`config.mk`:
```
export PLATFORM = sky130hd
export DESIGN_NAME = des_sbox_scheduler
export DESIGN_NICKNAME = d
export VERILOG_FILES = /design/src/rtl/des_sbox_scheduler.sv
export SDC_FILE = /design/constraint.sdc
export NUM_CORES = 1
export LEC_CHECK = 0
export ABC_AREA = 1
export CORE_MARGIN = 2
export CORE_UTILIZATION = 68
export CTS_CLUSTER_SIZE = 24
export DETAILED_ROUTE_END_ITERATION = 7
export DONT_BUFFER_PORTS = 1
export MAX_ROUTING_LAYER = met4
export PLACE_DENSITY = 0.81
export SLEW_MARGIN = 40
export SYNTH_ARGS = -nofsm -noshare
export SYNTH_HDL_FRONTEND = slang
export SYNTH_SLANG_ARGS = --single-unit
```
`constraint.sdc`:
```
create_clock -name clk -period 2.1 [get_ports clk]
set_input_delay 0.105 -clock clk [delete_from_list [all_inputs] [get_ports clk]]
set_output_delay 0.105 -clock clk [all_outputs]
set_load 0.01 [all_outputs]
```
`src/rtl/des_sbox_scheduler.sv`:
```
// des_sbox_scheduler: time-multiplexes one shared DES S-box lookup across S1..S8 (one lookup per cycle)
// and assembles the 32-bit pre-permutation word. Optional macro DES_SBOX_SCHED_STATS_EN adds blocks_done/busy.
module des_sbox_scheduler #(
    parameter int unsigned SBOX_LAT = 0
) (
    input  logic        clk,
    input  logic        rst_n,
    input  logic        in_valid,
    output logic        in_ready,
    input  logic [47:0] in_data,
    output logic [2:0]  sbox_sel,
    output logic [5:0]  sbox_in,
    input  logic [3:0]  sbox_out,
    output logic        out_valid,
    input  logic        out_ready,
    output logic [31:0] out_data
`ifdef DES_SBOX_SCHED_STATS_EN
    ,
    output logic [15:0] blocks_done,
    output logic        busy
`endif
);

    localparam int unsigned DATA_W  = 48;
    localparam int unsigned CHUNK_W = 6;
    localparam int unsigned RES_W   = 4;
    localparam int unsigned OUT_W   = 32;
    localparam int unsigned SEL_W   = 3;
    localparam int unsigned CNT_W   = 4;
    localparam logic [CNT_W-1:0] LAST_ISSUE = CNT_W'(7);
    localparam logic [CNT_W-1:0] LAST_CNT   = CNT_W'(7 + SBOX_LAT);

    if (SBOX_LAT > 1) begin : g_bad_lat
        $error("des_sbox_scheduler: SBOX_LAT must be 0 or 1");
    end

    typedef enum logic [1:0] {
        ST_IDLE = 2'd0,
        ST_RUN  = 2'd1,
        ST_DONE = 2'd2
    } state_t;

    state_t             r_state;
    logic [CNT_W-1:0]   r_cnt;
    logic [DATA_W-1:0]  r_hold;
    logic [SEL_W-1:0]   r_sel;
    logic [CHUNK_W-1:0] r_sin;
    logic [OUT_W-1:0]   r_out;
    logic               r_in_ready;
    logic               r_out_valid;

    state_t             w_state_nxt;
    logic [CNT_W-1:0]   w_cnt_nxt;
    logic [DATA_W-1:0]  w_hold_nxt;
    logic [SEL_W-1:0]   w_sel_nxt;
    logic [CHUNK_W-1:0] w_sin_nxt;
    logic [OUT_W-1:0]   w_out_nxt;
    logic               w_in_ready_nxt;
    logic               w_out_valid_nxt;

    // Holding register shifts left one chunk per issue so the next address is always at the top.
    always_comb begin
        w_state_nxt     = r_state;
        w_cnt_nxt       = r_cnt;
        w_hold_nxt      = r_hold;
        w_sel_nxt       = r_sel;
        w_sin_nxt       = r_sin;
        w_out_nxt       = r_out;
        w_out_valid_nxt = r_out_valid;
        case (r_state)
            ST_IDLE: begin
                if (in_valid) begin
                    w_state_nxt = ST_RUN;
                    w_cnt_nxt   = '0;
                    w_hold_nxt  = {in_data[DATA_W-CHUNK_W-1:0], CHUNK_W'(0)};
                    w_sel_nxt   = '0;
                    w_sin_nxt   = in_data[DATA_W-1 -: CHUNK_W];
                    w_out_nxt   = '0;
                end
            end
            ST_RUN: begin
                w_cnt_nxt = r_cnt + CNT_W'(1);
                // The first SBOX_LAT cycles of RUN have no returned result yet.
                if ((SBOX_LAT == 0) || (r_cnt != '0)) begin
                    w_out_nxt = {r_out[OUT_W-RES_W-1:0], sbox_out};
                end
                if (r_cnt < LAST_ISSUE) begin
                    w_sel_nxt  = r_sel + SEL_W'(1);
                    w_sin_nxt  = r_hold[DATA_W-1 -: CHUNK_W];
                    w_hold_nxt = {r_hold[DATA_W-CHUNK_W-1:0], CHUNK_W'(0)};
                end
                if (r_cnt == LAST_CNT) begin
                    w_state_nxt     = ST_DONE;
                    w_out_valid_nxt = 1'b1;
                end
            end
            ST_DONE: begin
                if (out_ready) begin
                    w_state_nxt     = ST_IDLE;
                    w_out_valid_nxt = 1'b0;
                end
            end
            default: begin
                w_state_nxt     = ST_IDLE;
                w_out_valid_nxt = 1'b0;
            end
        endcase
        w_in_ready_nxt = (w_state_nxt == ST_IDLE);
    end

    always_ff @(posedge clk or negedge rst_n) begin
        if (!rst_n) begin
            r_state     <= ST_IDLE;
            r_cnt       <= '0;
            r_hold      <= '0;
            r_sel       <= '0;
            r_sin       <= '0;
            r_out       <= '0;
            r_in_ready  <= 1'b1;
            r_out_valid <= 1'b0;
        end else begin
            r_state     <= w_state_nxt;
            r_cnt       <= w_cnt_nxt;
            r_hold      <= w_hold_nxt;
            r_sel       <= w_sel_nxt;
            r_sin       <= w_sin_nxt;
            r_out       <= w_out_nxt;
            r_in_ready  <= w_in_ready_nxt;
            r_out_valid <= w_out_valid_nxt;
        end
    end

    assign in_ready  = r_in_ready;
    assign out_valid = r_out_valid;
    assign out_data  = r_out;
    assign sbox_sel  = r_sel;
    assign sbox_in   = r_sin;

`ifdef DES_SBOX_SCHED_STATS_EN
    localparam int unsigned STAT_W = 16;

    logic [STAT_W-1:0] r_blocks;
    logic              r_busy;

    always_ff @(posedge clk or negedge rst_n) begin
        if (!rst_n) begin
            r_blocks <= '0;
            r_busy   <= 1'b0;
        end else begin
            if (r_out_valid && out_ready) begin
                r_blocks <= r_blocks + STAT_W'(1);
            end
            r_busy <= (w_state_nxt != ST_IDLE);
        end
    end

    assign blocks_done = r_blocks;
    assign busy        = r_busy;
`endif

endmodule
```
Word-level counts from Yosys, hierarchy flattened
Index checks and enable logic that the tools add are counted.
- ROM bits: 0
- memories kept: 0
- logic and storage cells: 45
- input port bits: 56
- latch bits: 0
- memory bits (writable): 0
- bits in registers: 97
- shifts and indexed selects: 0
- multipliers: 0
- reductions and logical operators: 6
- muxes and demuxes: 20
- add/sub/neg operators: 2
- eq/ne operators: 7
- div/mod/pow operators: 0
- order comparisons: 1
- bitwise operators: 1
- operators by type and width (cell ; number):
    $mux 48 ; 2
    $pmux 48 s2 ; 1
    $pmux 32 s2 ; 1
    $mux 32 ; 1
    $mux 6 ; 2
    $pmux 6 s2 ; 1
    $ne 2x2->1 const B ; 4
    $pmux 4 s2 ; 1
    $mux 2 ; 3
    $mux 3 ; 2
    $pmux 2 s3 ; 1
    $pmux 3 s2 ; 1
    $reduce_and 3->1 ; 2
    $add 4x1->4 const B ; 1
    $eq 4x3->1 const B ; 1
    $logic_not 2->1 ; 2
    $lt 4x3->1 const B ; 1
    $mux 4 ; 1
    $add 3x1->3 const B ; 1
    $pmux 1 s3 ; 1
    $eq 2x1->1 const B ; 1
    $eq 2x2->1 const B ; 1
    $mux 1 ; 2
    $reduce_and 2->1 ; 1
    2 further kinds ; 2

Longest topological paths before layout
- word-level depth: 4
- gate-level depth with buffers: 7
- depth with buffers taken out: 7

Worst setup path after synthesis
Ideal clock, no wire load.
- path kind: flip-flop to flip-flop
- start: register r_cnt[0]
- end: register r_hold[15]
- path buffers: 1
- stages on the path, launching flop included: 8
- arrival: 1.277 ns
- path slack: 0.757 ns
- cell sequence: dfrtp_1 -> ha_1 -> nand2_1 -> nand2_1 -> o21ai_2 -> buf_2 -> nand2_1 -> nand2_1
- cells in the longest elaborated chain, start to end: 3
- ends and longest elaborated chain (what ; line ; source):
    from (decl) ; 44 ; logic [CNT_W-1:0] r_cnt;
    from (signal assigned) ; 123 ; r_cnt <= w_cnt_nxt;
    $lt 4x3->1 ; 87 ; if (r_cnt < LAST_ISSUE) begin
    $ne 2x2->1 (no source line) ; -- ;
    $reduce_and 3->1 (no source line) ; -- ;
    to (signal assigned) ; 124 ; r_hold <= w_hold_nxt;
    to (decl) ; 45 ; logic [DATA_W-1:0] r_hold;
No other way between the ends.
A chain may end at the register's enable or synchronous reset.

Worst setup path in the final report
- start: register r_cnt[0]
- end: register r_hold[40]
Same word-level chain as after synthesis.

==> reports/qor.json <==
{
  "power_and_ir_drop": {
    "vdd_ir_drop_max_mv": 0.978,
    "pwr_density_cell_mw_per_mm2": 1500,
    "p_leak_nw": 2.60
  },
  "synthesis": {
    "post-synth-top-area-cell": "dfrtp_1",
    "yosys-top-cells-area": "dfrtp_1, nand2_1, nand3_1, o22ai_1, inv_1",
    "syn_area_mm2": 0.00410,
    "synth_top_family_by_area": "simple AND/OR/NAND/NOR gates",
    "synth_compound_area_share_pct": 5.71,
    "avgSynthCellArea_um2": 7.97,
    "synth_mux_area_share_pct": 0,
    "synth-seq-area-share_pct": 55.6,
    "synth.net_count": 572,
    "synth_simple_gate_area_share_pct": 31.0,
    "xor_and_xnor_fraction_of_the_mapped_netlist_area_pct": 0,
    "ys_seq_elements": 91,
    "postSynthCellCount": 514,
    "synthAdderAreaFrac_pct": 0.611,
    "yosys_warnings": 0,
    "yosys.cell_types.count": 21,
    "synth_largest_type_area_fraction_pct": 54.9
  },
  "sta": {
    "timing.slew.headroom_pct": 74.3,
    "finalSetupTns_ps": 0,
    "final-setup-viol-count": 0,
    "min_period_over_period_pct": 76.9,
    "min_hold_slack_ps": -590,
    "fmax_ghz": 0.619,
    "fin_crit_ps": 1620,
    "worst_slew_pin_slew_ps": 385,
    "max_slew_vio_count": 0,
    "final.setup.worst_slack_ps": 484,
    "finClkSkew_ps": 14.1,
    "rsz0062_at_grt": "false",
    "finalHoldViolCount": 92
  },
  "finish": {
    "sequential_cell_area_mm2": 0.00228,
    "final_common_cell": "nand2_1",
    "area.growth.synth_to_final_pct": 18.3,
    "layout-drive-gt1-share_pct": 6.22,
    "diodes": 0,
    "multi_input_area_mm2": 0.00154,
    "fillerInstances": 362,
    "finish.utilization_pct": 82.4,
    "fin_nets": 616,
    "layoutNonFillerInstCount": 638,
    "most-common-layout-cells": "nand2_1, dfrtp_1, nand3_1, dlygate4sd3_1, inv_1"
  },
  "routing": {
    "drc": 0,
    "drt-wirelength-per-cell_um": 15.1,
    "detail_route.wirelength_um": 9650,
    "drt_iter0_markers": 324,
    "num_vias": 3498,
    "drtAntennaViolNets": 0,
    "via_density_per_instance": 5.48,
    "drt_pass1_iterations": 4
  },
  "floorplanning": {
    "design.core.area_mm2": 0.00589,
    "fp.dieArea_mm2": 0.00667,
    "chipWidth_um": 81.6,
    "start_util_pct": 69.6,
    "row_count": 28,
    "dieHeight_um": 81.6,
    "io-pin-count": 99
  },
  "global_route": {
    "grt_pass1_wl_um": 15300,
    "antenna_violations_before_repair": 0,
    "grt_start_max_net_pins": 92,
    "grt.total_usage_pct": 31.5,
    "remaining_overflow_grt": 0,
    "first_global_vias": 3388
  },
  "min_path": {
    "hold_path.class": "primary input to asynchronous set/reset pin"
  },
  "setup_path": {
    "worstPathArrival_ps": 1930,
    "crit_path_end_kind": "flop",
    "worst-path-max-fanout": 25,
    "criticalPathCategory": "flop to flop",
    "reg2reg_setup_slack_ps": 480,
    "rr_endpoint": "r_hold[40]",
    "worstReg2RegStart": "r_cnt[0]",
    "required_ps": 2410,
    "timing.critical_path.from_type": "flop",
    "worstRegToRegCells": 7
  },
  "placement": {
    "routabilityCongestion": 0.794,
    "worst_setup_slack_after_placement_ps": 525,
    "placement.io_buffers": 0,
    "post-place-cells": 570,
    "dp_hpwl_um": 5530
  },
  "flow_run": {
    "cap_viol_max_count": 0
  },
  "clock_network": {
    "tritoncts": "built",
    "cts_max_level": 3,
    "ctsResizeCount": 0,
    "cts_buffers": 9,
    "worst_skew_pair.late_latency_ps": 370,
    "hold_buffers": 52,
    "ctsRootBufferMaster": "clkbuf_8",
    "clock_path_buffers": 2,
    "clkTransAtPathRegs_ps": 100,
    "clock-sinks": 91,
    "post_cts.repair.setup_buffers": 0
  },
  "run_status": {
    "violations": "negative hold slack",
    "outcome": "finished, violations left"
  }
}
-- power by group --
group / internal, mW / leakage, nW / switching (mW) / total, mW
Clock: 0.465 / 0.0933 / 0.703 / 1.17
Sequential: 2.50 / 1.17 / 0.659 / 3.16
Combinational: 1.01 / 1.33 / 1.93 / 2.94
Total: 3.98 / 2.60 / 3.29 / 7.27
-- final cells by class --
| cell class | count | share of cell area (%) |
|---|---|---|
| clock buffer | 9 | 2.55 |
| clock inverter | 7 | 1.42 |
| inverter | 38 | 2.94 |
| multi-input combinational | 355 | 31.8 |
| sequential | 91 | 47.0 |
| tap | 75 | 1.93 |
| timing repair buffer | 63 | 12.4 |
-- worst max-delay path by stage --
stage	start	endpoint	depth (start not counted)	slack (ps)
2_1_floorplan	r_cnt[0]	r_hold[15]	7	760
3_3_place_gp	r_cnt[0]	r_hold[40]	7	550
3_5_place_dp	r_cnt[0]	r_hold[40]	7	520
4_1_cts	r_state[1]	r_hold[17]	5	500
5_1_grt	r_cnt[0]	r_hold[40]	7	420
6_report	r_cnt[0]	r_hold[40]	7	480
-- sequential cells by signal (all words and copies together), names as in the netlist --
name	cells
r_hold	42
out_data	32
sbox_in	6
r_cnt	4
sbox_sel	3
r_state	2
in_ready	1
out_valid	1
-- metal layers --
metal  GRT usage, %  up-vias  part of all wire (%)
met5              -        -                     0
met4           10.5        0                   1.2
met3           7.47       11                   6.0
met2           51.4      115                    51
met1           39.2     1662                    42
li1               -     1710                     -
-- cells in the mapped netlist (all sizes together) --
cell	count
a21oi	5
buf	29
clkbuf	1
dfrtp	90
dfstp	1
ha	2
inv	38
nand2	246
nand3	61
nand4	1
nor2	5
o21ai	11
o22ai	24
-- cells by family (layout without fill, tap and decap cells) --
kind of cell	Yosys count	count (layout)
simple gates	313	313
flops	91	91
buf+inv	68	117
compound gates	40	40
fa+ha+maj	2	2
-- metrics by stage --
step	hold slack [ps]	cell area [um2]	power, mW
2_1_floorplan	-191	4100	5.34
3_3_place_gp	-189	4140	5.87
3_5_place_dp	-189	4140	5.99
4_1_cts	-599	4850	7.23
5_1_grt	-622	4850	7.86
6_report	-590	4850	7.27
-- worst max-delay path, cell delays in order (launching register included) --
cell and delay (ps):
dfrtp_1 440, ha_1 240, nand2_1 140, nand2_1 110, o21ai_4 140, buf_4 290
nand2_1 110, nand2_1 80
Power figures use the tool's default switching activity.
